`config.mk`:
```
export PLATFORM = sky130hd
export DESIGN_NAME = idli_dout_buf_m
export DESIGN_NICKNAME = d
export VERILOG_FILES = /design/src/rtl/idli_dout_buf_m.sv
export SDC_FILE = /design/constraint.sdc
export NUM_CORES = 1
export LEC_CHECK = 0
export ABC_CLOCK_PERIOD_IN_PS = 4600
export BUFFER_PORTS_ARGS = -buffer_cell sky130_fd_sc_hd__buf_4
export CORE_ASPECT_RATIO = 1.4
export CORE_MARGIN = 1
export CORE_UTILIZATION = 50
export CTS_BUF_LIST = sky130_fd_sc_hd__clkbuf_16
export DETAILED_ROUTE_END_ITERATION = 10
export GPL_TIMING_DRIVEN = 0
export PLACE_DENSITY = 0.69
export SYNTH_ARGS = -nofsm -noshare
export SYNTH_HDL_FRONTEND = slang
export SYNTH_SLANG_ARGS = --single-unit
```
`constraint.sdc`:
```
create_clock -name i_core_gck -period 4.6 [get_ports i_core_gck]
set_input_delay 0.23 -clock i_core_gck [delete_from_list [all_inputs] [get_ports i_core_gck]]
set_output_delay 0.23 -clock i_core_gck [all_outputs]
set_load 0.02 [all_outputs]
```
`src/rtl/idli_dout_buf_m.sv`:
```
// idli_dout_buf_m: output buffer behind the core's nibble output port.
// Nibbles from the core are queued in a small FIFO and then presented
// off-chip one at a time on a 4-phase req/ack handshake. The external ack
// is asynchronous to the core clock and passes through a flop synchroniser
// before the handshake FSM looks at it.
`timescale 1ns/1ps
module idli_dout_buf_m #(
  parameter int DEPTH       = 4,
  parameter int SYNC_STAGES = 2
) (
  input  logic                     i_core_gck,
  input  logic                     i_core_rst_n,
  input  logic [3:0]               i_buf_data,
  input  logic                     i_buf_vld,
  output logic                     o_buf_acp,
  output logic [3:0]               o_buf_pin_data,
  output logic                     o_buf_pin_req,
  input  logic                     i_buf_pin_ack,
  output logic [$clog2(DEPTH):0]   o_buf_level,
  output logic                     o_buf_busy
);

  // Address bits index the storage; one extra pointer bit tells a full
  // FIFO apart from an empty one when the address bits match.
  localparam int AW = $clog2(DEPTH);
  localparam int PW = AW + 1;

  typedef enum logic [1:0] {
    IDLE  = 2'd0,
    REQ   = 2'd1,
    ACKLO = 2'd2
  } state_t;

  state_t               state;
  logic [PW-1:0]        wr_ptr;
  logic [PW-1:0]        rd_ptr;
  logic [PW-1:0]        level;
  logic [3:0]           mem [DEPTH];
  logic [3:0]           head;
  logic [SYNC_STAGES-1:0] ack_sync;
  logic                 ack_s;
  logic                 full;
  logic                 empty;
  logic                 push;
  logic                 pop;

  // Occupancy derived purely from the registered pointers; the natural
  // wrap of the PW-bit subtraction gives the right answer in every case.
  assign level = wr_ptr - rd_ptr;
  assign full  = (wr_ptr[AW] != rd_ptr[AW]) &&
                 (wr_ptr[AW-1:0] == rd_ptr[AW-1:0]);
  assign empty = (wr_ptr == rd_ptr);

  // Acceptance depends only on registered state, so a pop in the same
  // cycle never opens room for a push while the FIFO reads full.
  assign o_buf_acp   = !full;
  assign o_buf_level = level;

  assign push = i_buf_vld && !full;

  // A nibble leaves the FIFO only when the pin side is idle and the
  // consumer has visibly released ack from the previous transfer.
  assign pop  = (state == IDLE) && !empty && !ack_s;

  assign head  = mem[rd_ptr[AW-1:0]];
  assign ack_s = ack_sync[SYNC_STAGES-1];

  // Bring the asynchronous consumer ack into the core clock domain.
  always_ff @(posedge i_core_gck or negedge i_core_rst_n) begin
    if (!i_core_rst_n) begin
      ack_sync <= '0;
    end else begin
      ack_sync <= {ack_sync[SYNC_STAGES-2:0], i_buf_pin_ack};
    end
  end

  // FIFO storage; contents are don't-care until written, so no reset.
  always_ff @(posedge i_core_gck) begin
    if (push) begin
      mem[wr_ptr[AW-1:0]] <= i_buf_data;
    end
  end

  // Write and read pointers; reset discards everything queued.
  always_ff @(posedge i_core_gck or negedge i_core_rst_n) begin
    if (!i_core_rst_n) begin
      wr_ptr <= '0;
      rd_ptr <= '0;
    end else begin
      if (push) begin
        wr_ptr <= wr_ptr + 1'b1;
      end
      if (pop) begin
        rd_ptr <= rd_ptr + 1'b1;
      end
    end
  end

  // Pin handshake: load and raise req from IDLE, drop req once ack is
  // seen, then wait for ack to fall before the next nibble may go out.
  // The pin data register is only written on the IDLE->REQ step, so it
  // stays put for the whole time req or ack is high.
  always_ff @(posedge i_core_gck or negedge i_core_rst_n) begin
    if (!i_core_rst_n) begin
      state          <= IDLE;
      o_buf_pin_req  <= 1'b0;
      o_buf_pin_data <= 4'h0;
      o_buf_busy     <= 1'b0;
    end else begin
      case (state)
        IDLE: begin
          if (pop) begin
            o_buf_pin_data <= head;
            o_buf_pin_req  <= 1'b1;
            o_buf_busy     <= 1'b1;
            state          <= REQ;
          end
        end
        REQ: begin
          if (ack_s) begin
            o_buf_pin_req <= 1'b0;
            state         <= ACKLO;
          end
        end
        ACKLO: begin
          if (!ack_s) begin
            o_buf_busy <= 1'b0;
            state      <= IDLE;
          end
        end
        default: begin
          o_buf_pin_req <= 1'b0;
          o_buf_busy    <= 1'b0;
          state         <= IDLE;
        end
      endcase
    end
  end

endmodule

```
======== Word level (Yosys, flattened, before mapping) ========
Memory sizes are Yosys's and may differ from the RTL's. A register that Yosys moved wholly into a read port is not among the register bits.
Index checks and enable logic that the tools add are counted.
word-level totals
  bits in writable memories ............... 16
  memories kept ........................... 1
  logic and storage cells ................. 44
  register bits after elaboration ......... 12
  input bits .............................. 8
  output and inout bits ................... 10
memories
  name  words  bits a word  rd ports  clocked after Yosys merged registers in  write ports  RTL line  text
  mem   4      4            1         1                                        1            38        logic [3:0] mem [DEPTH];
operators by class
  multiplexer cells ....................... 11
  equal/unequal tests ..................... 8
  add/subtract/negate cells ............... 3
  bitwise logic cells ..................... 2
  reduce and logical (&&, ||, !) cells .... 13
operators by type and width
  operator               count
  $reduce_and A3 Y1      3
  $add A3 B1 Y3 const B  2
  $mux W2                3
  $ne A2 B2 Y1 const B   3
  $pmux W1 S3            2
  $pmux W2 S3            1
  $mux W1                5
  $logic_and A1 B1 Y1    4
  $logic_not A1 Y1       4
  $eq A3 B3 Y1           1
  $sub A3 B3 Y3          1
  $eq A2 B1 Y1 const B   1
  $eq A2 B2 Y1           1
  $eq A2 B2 Y1 const B   1
  $logic_not A2 Y1       1
  $not A1 Y1             2
  $reduce_and A2 Y1      1
  $ne A1 B1 Y1           1

======== Depth between registers and ports, before layout ========
Gate-level depths: netlist (run 1).
  depth in word-level cells ............... 6
  gate-level depth with buffers ........... 5
  depth with buffers taken out ............ 5

======== Worst setup path before layout (run 1) ========
Ideal clock, no wire load.
  kind .................................... register to register
  start ................................... register rd_ptr[1]
  end ..................................... register o_buf_pin_data[0] (read register of mem)
  data arrival time ....................... 1.602 ns
  clock period less this slack ............ 1.727 ns
  required time ........................... 4.475 ns
  stages on the path, launching flop included .. 6
  path buffers ............................ 0
  path slack .............................. 2.873 ns
  setup time .............................. 0.125 ns
  path through ............................ dfrtp_1 > inv_1 > ha_1 > nand2_1 > o21ai_4 > mux2_4
on the way
  word-level cells in the longest chain between the ends .. 5
ends and longest elaborated chain
  item                               RTL line  text
  start: declaration                 36        logic [PW-1:0] rd_ptr;
  start signal: assignment           94        rd_ptr <= rd_ptr + 1'b1;
  $eq A3 B3 Y1                       52        assign empty = (wr_ptr == rd_ptr);
  $logic_not A1 Y1                   63        assign pop = (state == IDLE) && !empty && !ack_s;
  $logic_and A1 B1 Y1 (2 in series)  63
  $reduce_and A2 Y1 (no line)        -
  end: declaration                   16        output logic [3:0] o_buf_pin_data,
Several ways; a longest one is shown, not always the timed one.
A chain may end at the register's enable or synchronous reset.

======== Worst setup path after layout (run 1) ========
  start ................................... register wr_ptr[0]
  end ..................................... output o_buf_level[2]
on the way
  word-level cells in the longest chain between the ends .. 1
ends and longest elaborated chain
  item                      RTL line  text
  start: declaration        35        logic [PW-1:0] wr_ptr;
  start signal: assignment  91        wr_ptr <= wr_ptr + 1'b1;
  $sub A3 B3 Y3             49        assign level = wr_ptr - rd_ptr;
  end: declaration          19        output logic [$clog2(DEPTH):0] o_buf_level,
Every way passes these cells.

==> results of run 1 <==
-- stage by stage --
step | cells | instance area [um2] | setup WS (ns)
after floorplan | 84 | 1420 | 2.87
after global placement | 137 | 1600 | 2.68
after detailed placement | 137 | 1600 | 2.64
after CTS | 146 | 1770 | 2.62
after global routing | 146 | 1770 | 2.51
final | 146 | 1770 | 2.63
-- synth_stat cells --
cell type	number	area (um2)
xor2_4	1	27.5
a31oi_4	1	21.3
o21ai_4	1	16.3
fa_1	1	20.0
nor3_4	1	16.3
and2_1	4	25.0
a31oi_1	1	6.26
o211ai_1	1	7.51
inv_1	7	26.3
nand3_1	3	15.0
nand2_1	3	11.3
o21ai_0	1	5.00
edfxtp_1	16	480
xor2_1	2	17.5
o31a_2	1	10.0
dfrtp_1	16	400
nor2_1	1	3.75
buf_1	1	3.75
ha_1	7	87.6
nand2b_1	1	6.26
xnor2_1	4	35.0
mux4_2	4	90.1
mux2_4	6	90.1
-- per-layer routing --
metal,vias up,part of all wire
met5,-,0
met2,14,0.55
met4,0,0.0087
met3,2,0.031
met1,370,0.41
li1,349,-
-- timing repair --
| item | 4_1_cts | 5_1_grt |
|---|---|---|
| resized for setup | 0 | 0 |
| endpoints found under the hold margin | 16 | 0 |
| hold buffers | 1 | 0 |
-- power by group through the flow --
| stage | sequential, mW | clock, mW | combinational [mW] |
|---|---|---|---|
| after floorplan | 0.506 | 0 | 0.442 |
| after global routing | 0.500 | 0.380 | 0.696 |
| after CTS | 0.488 | 0.363 | 0.648 |
| after global placement | 0.487 | 0 | 0.632 |
| after detailed placement | 0.493 | 0 | 0.639 |
| final | 0.487 | 0.357 | 0.637 |
-- layout make-up --
| type | instances | area [um2] | area share |
|---|---|---|---|
| Sequential cell | 32 | 881 | 0.498 |
| Multi-Input combinational cell | 44 | 512 | 0.289 |
| Timing Repair Buffer | 18 | 138 | 0.0778 |
| Clock buffer | 5 | 125 | 0.0707 |
| Tap cell | 36 | 45.0 | 0.0255 |
| Clock inverter | 3 | 38.8 | 0.0219 |
| Inverter | 7 | 26.3 | 0.0149 |
| Buffer | 1 | 3.75 | 0.00212 |
-- cell families (layout without fill, tap and decap cells) --
family | after synthesis | in the layout
xor+xnor | 7 | 7
simple gates | 13 | 13
flops | 32 | 32
fa+ha+maj | 8 | 8
mux | 10 | 10
compound gates | 6 | 6
buf+inv | 8 | 34
-- final timing paths --
path | start | to | slack, ns
max | wr_ptr[0] | o_buf_level[2] | 2.63
min | i_buf_pin_ack | ack_sync[0] | 0.07
max reg2reg | rd_ptr[1] | o_buf_pin_data[3] | 2.64
min reg2reg | ack_sync[0] | ack_sync[1] | 0.35
max in group asynchronous | i_core_rst_n | o_buf_busy | 4.06
min in group asynchronous | i_core_rst_n | rd_ptr[0] | 0.36
-- sequential cells by signal (all words and copies together) (netlist names) --
signal and flops:
o_buf_busy 1, ack_sync 2, rd_ptr 3, o_buf_pin_data 4, state 2, mem 16, o_buf_pin_req 1, wr_ptr 3
-- worst register-to-register path, cell delays in order, from the launching register on --
cell     delay [ns]
dfrtp_1        0.50
inv_1          0.13
ha_1           0.40
nand2_1        0.16
o21ai_4        0.33
mux2_4         0.33
==> impl_metrics.json, run 1 <==
{
  "endpoint_kind": "output pin",
  "cpPeakStageDelay_ns": 0.39,
  "start_kind": "flip-flop",
  "start_util": 0.533,
  "ys_ff_latch": 32,
  "globalplace.congestion": 0.786,
  "post-route-min-period_ns": 1.97,
  "max-clock-path-buffers": 2,
  "yosys_warnings": 0,
  "ant_nets": 0,
  "via_count": 735,
  "die_area_um2": 3070,
  "p_total_mw": 1.48,
  "synth-xor-area-share": 0.0563,
  "grt-busiest-layer": "met2",
  "hpwl_um": 1540,
  "synth_mux_area_frac": 0.127,
  "fin_crit_sh": 0.428,
  "p_leak_nw": 0.751,
  "cts_setup_buffers": 0,
  "fp.dieW_um": 47.1,
  "synthSimpleGateAreaFrac": 0.0545,
  "die_h_um": 65.1,
  "final_hold_viol_count": 0,
  "whs_path_depth": 1,
  "slew_headroom": 0.528,
  "ys_seq_area_frac": 0.619,
  "skew_ns": 0.00349,
  "ir_drop_mv": 0.567,
  "fillCellCount": 199,
  "fin_tns_setup_ns": 0,
  "r2r_cells": 5,
  "drc": 0,
  "met2_usage": 0.285,
  "cp_top_family": "adder cells",
  "rows": 22,
  "grt_pass1_vias": 821,
  "drv_slew": 0,
  "p_per_area_nw_per_um2": 837,
  "cp_slowest_cell": "dfrtp_1",
  "drt_iter0_markers": 6,
  "rsz0062_at_grt": "false",
  "drtPass1Iterations": 4,
  "syn_area_um2": 1420,
  "p_int_mw": 0.965,
  "hp-class": "input pin to flip-flop",
  "pwr-share-seq": 0.329,
  "clk_pin_slew_ns": 0.05,
  "syn_nets": 100,
  "final_common_cell": "buf_4",
  "timing_worst_setup_path_type": "flip-flop to output pin",
  "hold_slack_ns": 0.0684,
  "nNetsFinal": 125,
  "grt_pass1_wl_um": 3600,
  "io_buffer_count": 17,
  "worstPathCellList": "inv_1, ha_1, inv_1, fa_1, xnor2_1, buf_4",
  "grt_max_degree": 17,
  "crit_cells": 6,
  "drt_wl_total_um": 2060,
  "clock-sinks": 32,
  "synth_compound_area_frac": 0.0466,
  "syn2layout_area_growth_pct": 24.4,
  "worstPathArrival_ns": 1.74,
  "ys_types": 23,
  "drive_gt1_frac": 0.355,
  "synth-adder-area-share": 0.0756,
  "synth_cells": 84,
  "power_switching_mw": 0.515,
  "antenna_cells": 0,
  "setup_viol": 0,
  "tightestPinTransition_ns": 0.705,
  "clk_latency_ns": 0.27,
  "h-tree-depth": 2,
  "grt_overflow": 0,
  "cts_root_buf": "clkbuf_16",
  "final_util": 0.663,
  "routed_via_density": 5.03,
  "avgSynthCellArea_um2": 16.9,
  "cts_buffers": 5,
  "use_met3": 0.0742,
  "swShare": 0.348,
  "crit_buf_inv": 3,
  "track_usage": 0.174,
  "cp.required_ns": 4.37,
  "cts_tree": "done",
  "io_pins": 18,
  "coreArea_um2": 2670,
  "path_max_fanout": 4,
  "fmax_mhz": 508,
  "gr-usage-met1": 0.195,
  "cp_common_cell": "inv_1",
  "outcome": "completed",
  "synth_top_family_by_area": "multiplexers",
  "pwr-share-comb": 0.430,
  "clkPwrFrac": 0.241,
  "antenna_found_initial": 0,
  "cap_viol_max_count": 0,
  "avgRoutedWirePerCell_um": 14.1,
  "final_cell_mix": "buf_4 (17), dfrtp_1 (16), edfxtp_1 (16), inv_1 (8), ha_1 (7)"
}
Power figures use the tool's default switching activity.
==> run 2, diff against run 1 <==
--- a/config.mk
+++ b/config.mk
@@ -5,7 +5,8 @@
 export SDC_FILE = /design/constraint.sdc
 export NUM_CORES = 1
 export LEC_CHECK = 0
-export ABC_CLOCK_PERIOD_IN_PS = 4600
+export ABC_AREA = 1
+export ABC_CLOCK_PERIOD_IN_PS = 2000
 export BUFFER_PORTS_ARGS = -buffer_cell sky130_fd_sc_hd__buf_4
 export CORE_ASPECT_RATIO = 1.4
 export CORE_MARGIN = 1
==> constraint.sdc (replaced) <==
create_clock -name i_core_gck -period 2 [get_ports i_core_gck]
set_input_delay 0.1 -clock i_core_gck [delete_from_list [all_inputs] [get_ports i_core_gck]]
set_output_delay 0.1 -clock i_core_gck [all_outputs]
set_load 0.02 [all_outputs]
==> run 2 against run 1 <==
  * Non-clock buffer count rose by 4
  * Count of clock-buffer cells in the layout did not move
  * Global-route usage rose by 2.5 points
  * Critical path type unchanged
  * Worst setup slack got worse by 2.5 ns
  * Sequential share of layout area fell by 2.8 points
  * Highest routed layer unchanged
  * Cell area rose by 6.2%
  * Largest cell class unchanged
  * Final cell count rose by 44%
  * Die area rose by 2.6%
  * Sequential power rose by 120%
  * Register-to-register slack got worse by 2.5 ns
  * Worst hold slack got worse by 0.044 ns
  * Utilization rose by 3.4 points
==> impl_metrics.json, run 2 <==
{
  "outcome": "completed",
  "die_h_um": 66.0,
  "hpwl_um": 1790,
  "cp.required_ns": 1.90,
  "globalplace.congestion": 0.742,
  "drt_wl_total_um": 2470,
  "drive_gt1_frac": 0.253,
  "synthFlopType": "edfxtp_1",
  "grt_pass1_vias": 996,
  "ant_nets": 0,
  "track_usage": 0.199,
  "final_cell_mix": "nand2_1 (47), buf_4 (20), inv_1 (18), edfxtp_1 (16), dfrtp_1 (15)",
  "drt_iter0_markers": 15,
  "yosysMostFrequentCell": "nand2_1",
  "synthTopCellsByArea": "edfxtp_1 (33%), dfrtp_1 (27%), nand2_1 (12%), ha_1 (6.0%), inv_1 (4.6%)",
  "fp.dieW_um": 47.7,
  "cts_tree": "done",
  "antenna_found_initial": 0,
  "cap_viol_max_count": 0,
  "timing_worst_setup_path_type": "flip-flop to output pin",
  "p_per_area_nw_per_um2": 1770,
  "tightestPinTransition_ns": 0.290,
  "whs_path_depth": 1,
  "clock-sinks": 32,
  "multiInputGateArea_um2": 527,
  "h-tree-depth": 2,
  "io_pins": 18,
  "fin_crit_sh": 0.952,
  "drtPass1Iterations": 4,
  "synth-edff-count": 16,
  "cts_buffers": 5,
  "endpoint_kind": "output pin",
  "grt_overflow": 0,
  "hold_slack_ns": 0.0244,
  "ys_ff_latch": 32,
  "setup_viol": 0,
  "syn2layout_area_growth_pct": 28.5,
  "p_leak_nw": 0.878,
  "final_common_cell": "nand2_1",
  "grt_max_degree": 17,
  "coreArea_um2": 2700,
  "fmax_mhz": 525,
  "drv_slew": 0,
  "start_util": 0.542,
  "netlist.area_leader.share": 0.329,
  "die_area_um2": 3150,
  "hp-class": "input pin to flip-flop",
  "rows": 22,
  "ys_types": 19,
  "antenna_cells": 0,
  "syn_area_um2": 1460,
  "fillCellCount": 224,
  "post-route-min-period_ns": 1.90,
  "synth_common_cells": "nand2_1 (47), inv_1 (18), dfrtp_1 (16), edfxtp_1 (16), o21ai_0 (10)",
  "synth_top_area_cell": "edfxtp_1",
  "place_area_um2": 1630,
  "synth_cells": 145,
  "worstPathArrival_ns": 1.80,
  "cts_root_buf": "clkbuf_16",
  "drc": 0,
  "via_count": 1008,
  "layout_setup_ws_ns": 0.0952,
  "avgRoutedWirePerCell_um": 11.8,
  "start_kind": "flip-flop",
  "register_area_um2": 882,
  "reg2reg_slack_ns": 0.19,
  "max-clock-path-buffers": 2,
  "ys_seq_area_frac": 0.603,
  "r2r_cells": 7,
  "io_buffer_count": 17,
  "grt_pass1_wl_um": 4140,
  "routed_via_density": 4.80,
  "design_area_um2": 1880,
  "avgSynthCellArea_um2": 10.1,
  "skew_ns": 0.00534,
  "path_max_fanout": 7,
  "slew_headroom": 0.807,
  "fin_tns_setup_ns": 0,
  "yosys_warnings": 0,
  "clk_pin_slew_ns": 0.05,
  "nNetsFinal": 189,
  "ir_drop_mv": 1.26,
  "place_ws_ns": -0.171,
  "final_hold_viol_count": 0,
  "largest_register_ffs": 16,
  "syn_nets": 161,
  "p_total_mw": 3.32,
  "clk_latency_ns": 0.27,
  "async_reset_ff_frac": 0.500,
  "rsz0062_at_grt": "false"
}
==> run 2: changes by cell type in the layout (fill, tap and decap cells not counted), sizes merged, moves of 4 or more <==
cell,before,now
nor2,1,8
and2,4,0
o21ai,2,12
mux4,4,0
mux2,6,0
inv,8,20
nand2,3,52
==> run 2: timing repair <==
item / CTS / global route
gates resized for setup: 5 / 7
hold buffers: 2 / 0
endpoints found under the setup margin: 16 / 17
setup buffers: 0 / 2
hold endpoints to repair: 17 / 0
==> run 2: cell type report <==
class                           count  share of cell area
Clock inverter                      3              0.0207
Sequential cell                    32               0.470
Timing Repair Buffer               21              0.0866
Tap cell                           36              0.0240
Multi-Input combinational cell     91               0.280
Clock buffer                        5              0.0666
Inverter                           20              0.0420
Buffer                              2             0.00999
==> run 2: path summary, 6_finish.rpt <==
check,startpoint,to
max,rd_ptr[1],o_buf_level[2]
min,i_buf_data[1],mem[2][1]
max reg2reg,rd_ptr[1],mem[3][3]
min reg2reg,ack_sync[0],ack_sync[1]
max in group asynchronous,i_core_rst_n,rd_ptr[1]
min in group asynchronous,i_core_rst_n,ack_sync[1]
==> run 2: through the flow <==
| step | utilization | cells |
|---|---|---|
| 6_report | 0.696 | 210 |
| 5_1_grt | 0.696 | 210 |
| 4_1_cts | 0.679 | 208 |
| 3_5_place_dp | 0.606 | 198 |
| 3_3_place_gp | 0.606 | 198 |
| 2_1_floorplan | - | 145 |
==> run 2: critical path, cell delays in order, from the launching register on <==
cell,delay (ns)
dfrtp_2,0.46
clkinvlp_4,0.18
buf_4,0.17
fa_1,0.39
xor2_1,0.17
buf_4,0.16
==> run 2: metal layers <==
layer / GRT usage / vias to the layer above / wire [um]
met5: 0 / - / 0
met4: 0.132 / 0 / 77
met3: 0.0765 / 7 / 96
met2: 0.321 / 23 / 1270
met1: 0.201 / 468 / 1030
li1: - / 510 / -
==> run 2: kinds of logic (layout without fill, tap and decap cells) <==
kind of cell,count (synthesis),after routing,share of synthesized area
adders and majority gates,8,8,0.0736
xor gates and xnor gates,3,3,0.0180
AOI/OAI and AO/OA,15,15,0.0616
and+or+nand+nor,65,65,0.180
DFF,32,32,0.603
buffers and inverters,22,51,0.0642
==> run 2: power by group <==
group	switching, mW	total (mW)	internal, mW
clock	0.247	0.825	0.578
sequential	0.138	1.05	0.912
combinational	0.873	1.45	0.574
==> run 3, diff against run 2 <==
--- a/config.mk
+++ b/config.mk
@@ -13,7 +13,7 @@
 export CORE_UTILIZATION = 50
 export CTS_BUF_LIST = sky130_fd_sc_hd__clkbuf_16
 export DETAILED_ROUTE_END_ITERATION = 10
-export GPL_TIMING_DRIVEN = 0
+export GPL_TIMING_DRIVEN = 1
 export PLACE_DENSITY = 0.69
 export SYNTH_ARGS = -nofsm -noshare
 export SYNTH_HDL_FRONTEND = slang
==> run 3 against run 2 <==
  * Critical endpoint is now mem[1][2]
  * Power shrank 2.7%
  * Critical path type is now flip-flop to flip-flop
  * Maximum frequency is 2.2% higher
  * First-iteration DRC count increased by 27%
  * Cell area fell by 3.3%
  * Count of clock-buffer cells in the layout stayed put
  * Worst setup slack better by 0.041 ns
  * Largest power group unchanged
==> impl_metrics.json, run 3 (synthesis results as in run 2) <==
{
  "via_count": 1024,
  "routed_via_density": 4.92,
  "setup_viol": 0,
  "clk_latency_ns": 0.27,
  "grt_pass1_wl_um": 4400,
  "cts_root_buf": "clkbuf_16",
  "worstPathCellList": "inv_1, ha_1, nand2_1, inv_1, nand3_1, nand2_2, nor2_1",
  "fmax_mhz": 537,
  "cap_viol_max_count": 0,
  "final_cells": 208,
  "track_usage": 0.213,
  "drt_wl_total_um": 2660,
  "drc": 0,
  "hpwl_um": 1870,
  "skew_ns": 0.00411,
  "cts_tree": "done",
  "drive_gt1_frac": 0.209,
  "clk_pin_slew_ns": 0.05,
  "coreArea_um2": 2700,
  "largest_register_ffs": 16,
  "hold_slack_ns": 0.0421,
  "max-clock-path-buffers": 2,
  "cp_common_cell": "inv_1",
  "p_leak_nw": 0.868,
  "grt_overflow": 0,
  "io_pins": 18,
  "die_h_um": 66.0,
  "drtPass1Iterations": 4,
  "rows": 22,
  "worstPathArrival_ns": 1.81,
  "cpPeakStageDelay_ns": 0.47,
  "antenna_found_initial": 0,
  "drt_iter0_markers": 19,
  "grt_max_degree": 17,
  "final_cell_mix": "nand2_1 (47), inv_1 (19), buf_4 (19), dfrtp_1 (16), edfxtp_1 (16)",
  "p_per_area_nw_per_um2": 1780,
  "ir_drop_mv": 0.953,
  "fp.dieW_um": 47.7,
  "timing_worst_setup_path_type": "flip-flop to flip-flop",
  "dp_cells": 198,
  "fin_crit_sh": 0.932,
  "crit_buf_inv": 2,
  "hp-class": "input pin to flip-flop",
  "cp_top_family": "simple AND/OR/NAND/NOR gates",
  "slew_headroom": 0.793,
  "clock-sinks": 32,
  "cp_slowest_cell": "dfrtp_1",
  "avgRoutedWirePerCell_um": 12.8,
  "wl_met2_um": 1440,
  "post-route-min-period_ns": 1.86,
  "cts_buffers": 5,
  "wl_met3_um": 132,
  "io_buffer_count": 17,
  "layout_setup_ws_ns": 0.136,
  "start_kind": "flip-flop",
  "fillCellCount": 225,
  "place_ws_ns": 0.134,
  "h-tree-depth": 2,
  "reg2reg_slack_ns": 0.14,
  "syn2layout_area_growth_pct": 24.3,
  "nNetsFinal": 187,
  "endpoint_kind": "flip-flop",
  "antenna_cells": 0,
  "final_common_cell": "nand2_1",
  "start_util": 0.542,
  "tightestPinTransition_ns": 0.311,
  "die_area_um2": 3150,
  "cp.required_ns": 1.95,
  "outcome": "completed",
  "met1Wirelength_um": 998,
  "rsz0062_at_grt": "true",
  "grt_pass1_vias": 1057,
  "top_layer": "met4",
  "path_max_fanout": 8,
  "final_hold_viol_count": 0,
  "globalplace.congestion": 0.873,
  "design_area_um2": 1820,
  "ant_nets": 0,
  "drv_slew": 0,
  "place_area_um2": 1630
}
==> run 3: routing by layer <==
metal / track usage / vias up
li1: - / 508
met1: 0.204 / 479
met2: 0.358 / 26
met3: 0.0820 / 11
met4: 0.128 / 0
met5: 0 / -
==> run 3: final cells by class <==
| cell class | count | area [um2] | share of cell area |
|---|---|---|---|
| Clock buffer | 5 | 125 | 0.0689 |
| Clock inverter | 3 | 38.8 | 0.0213 |
| Inverter | 20 | 75.1 | 0.0413 |
| Multi-Input combinational cell | 91 | 489 | 0.269 |
| Sequential cell | 32 | 881 | 0.485 |
| Tap cell | 36 | 45.0 | 0.0248 |
| Timing Repair Buffer | 21 | 163 | 0.0895 |
==> run 3: final timing paths <==
| check | startpoint | endpoint | depth (start not counted) |
|---|---|---|---|
| setup / recovery | rd_ptr[1] | mem[1][2] | 7 |
| hold / removal | i_buf_data[1] | mem[2][1] | 1 |
| setup reg to reg | rd_ptr[1] | mem[1][2] | 7 |
| hold reg to reg | ack_sync[0] | ack_sync[1] | 0 |
| max in group asynchronous | i_core_rst_n | rd_ptr[0] | 2 |
| min in group asynchronous | i_core_rst_n | state[0] | 2 |
==> run 3: where the power goes <==
part / leakage (nW) / internal (mW) / switching [mW]
logic: 0.439 / 0.523 / 0.841
registers: 0.344 / 0.910 / 0.134
clock network: 0.0850 / 0.579 / 0.245
==> run 3: metrics by stage <==
stage / util / setup TNS (ns) / total power [mW]
3_3_place_gp: 0.604 / 0 / 2.38
3_5_place_dp: 0.604 / 0 / 2.41
2_1_floorplan: - / 0 / 1.99
4_1_cts: 0.673 / 0 / 3.27
6_report: 0.673 / 0 / 3.23
5_1_grt: 0.673 / -0.0702 / 3.49
==> run 3: timing repair <==
| item | CTS | global route |
|---|---|---|
| hold endpoints to repair | 17 | 0 |
| setup endpoints to repair | 0 | 12 |
| gates resized for setup | 0 | 1 |
| setup buffers | 0 | 0 |
| hold buffers | 2 | 0 |
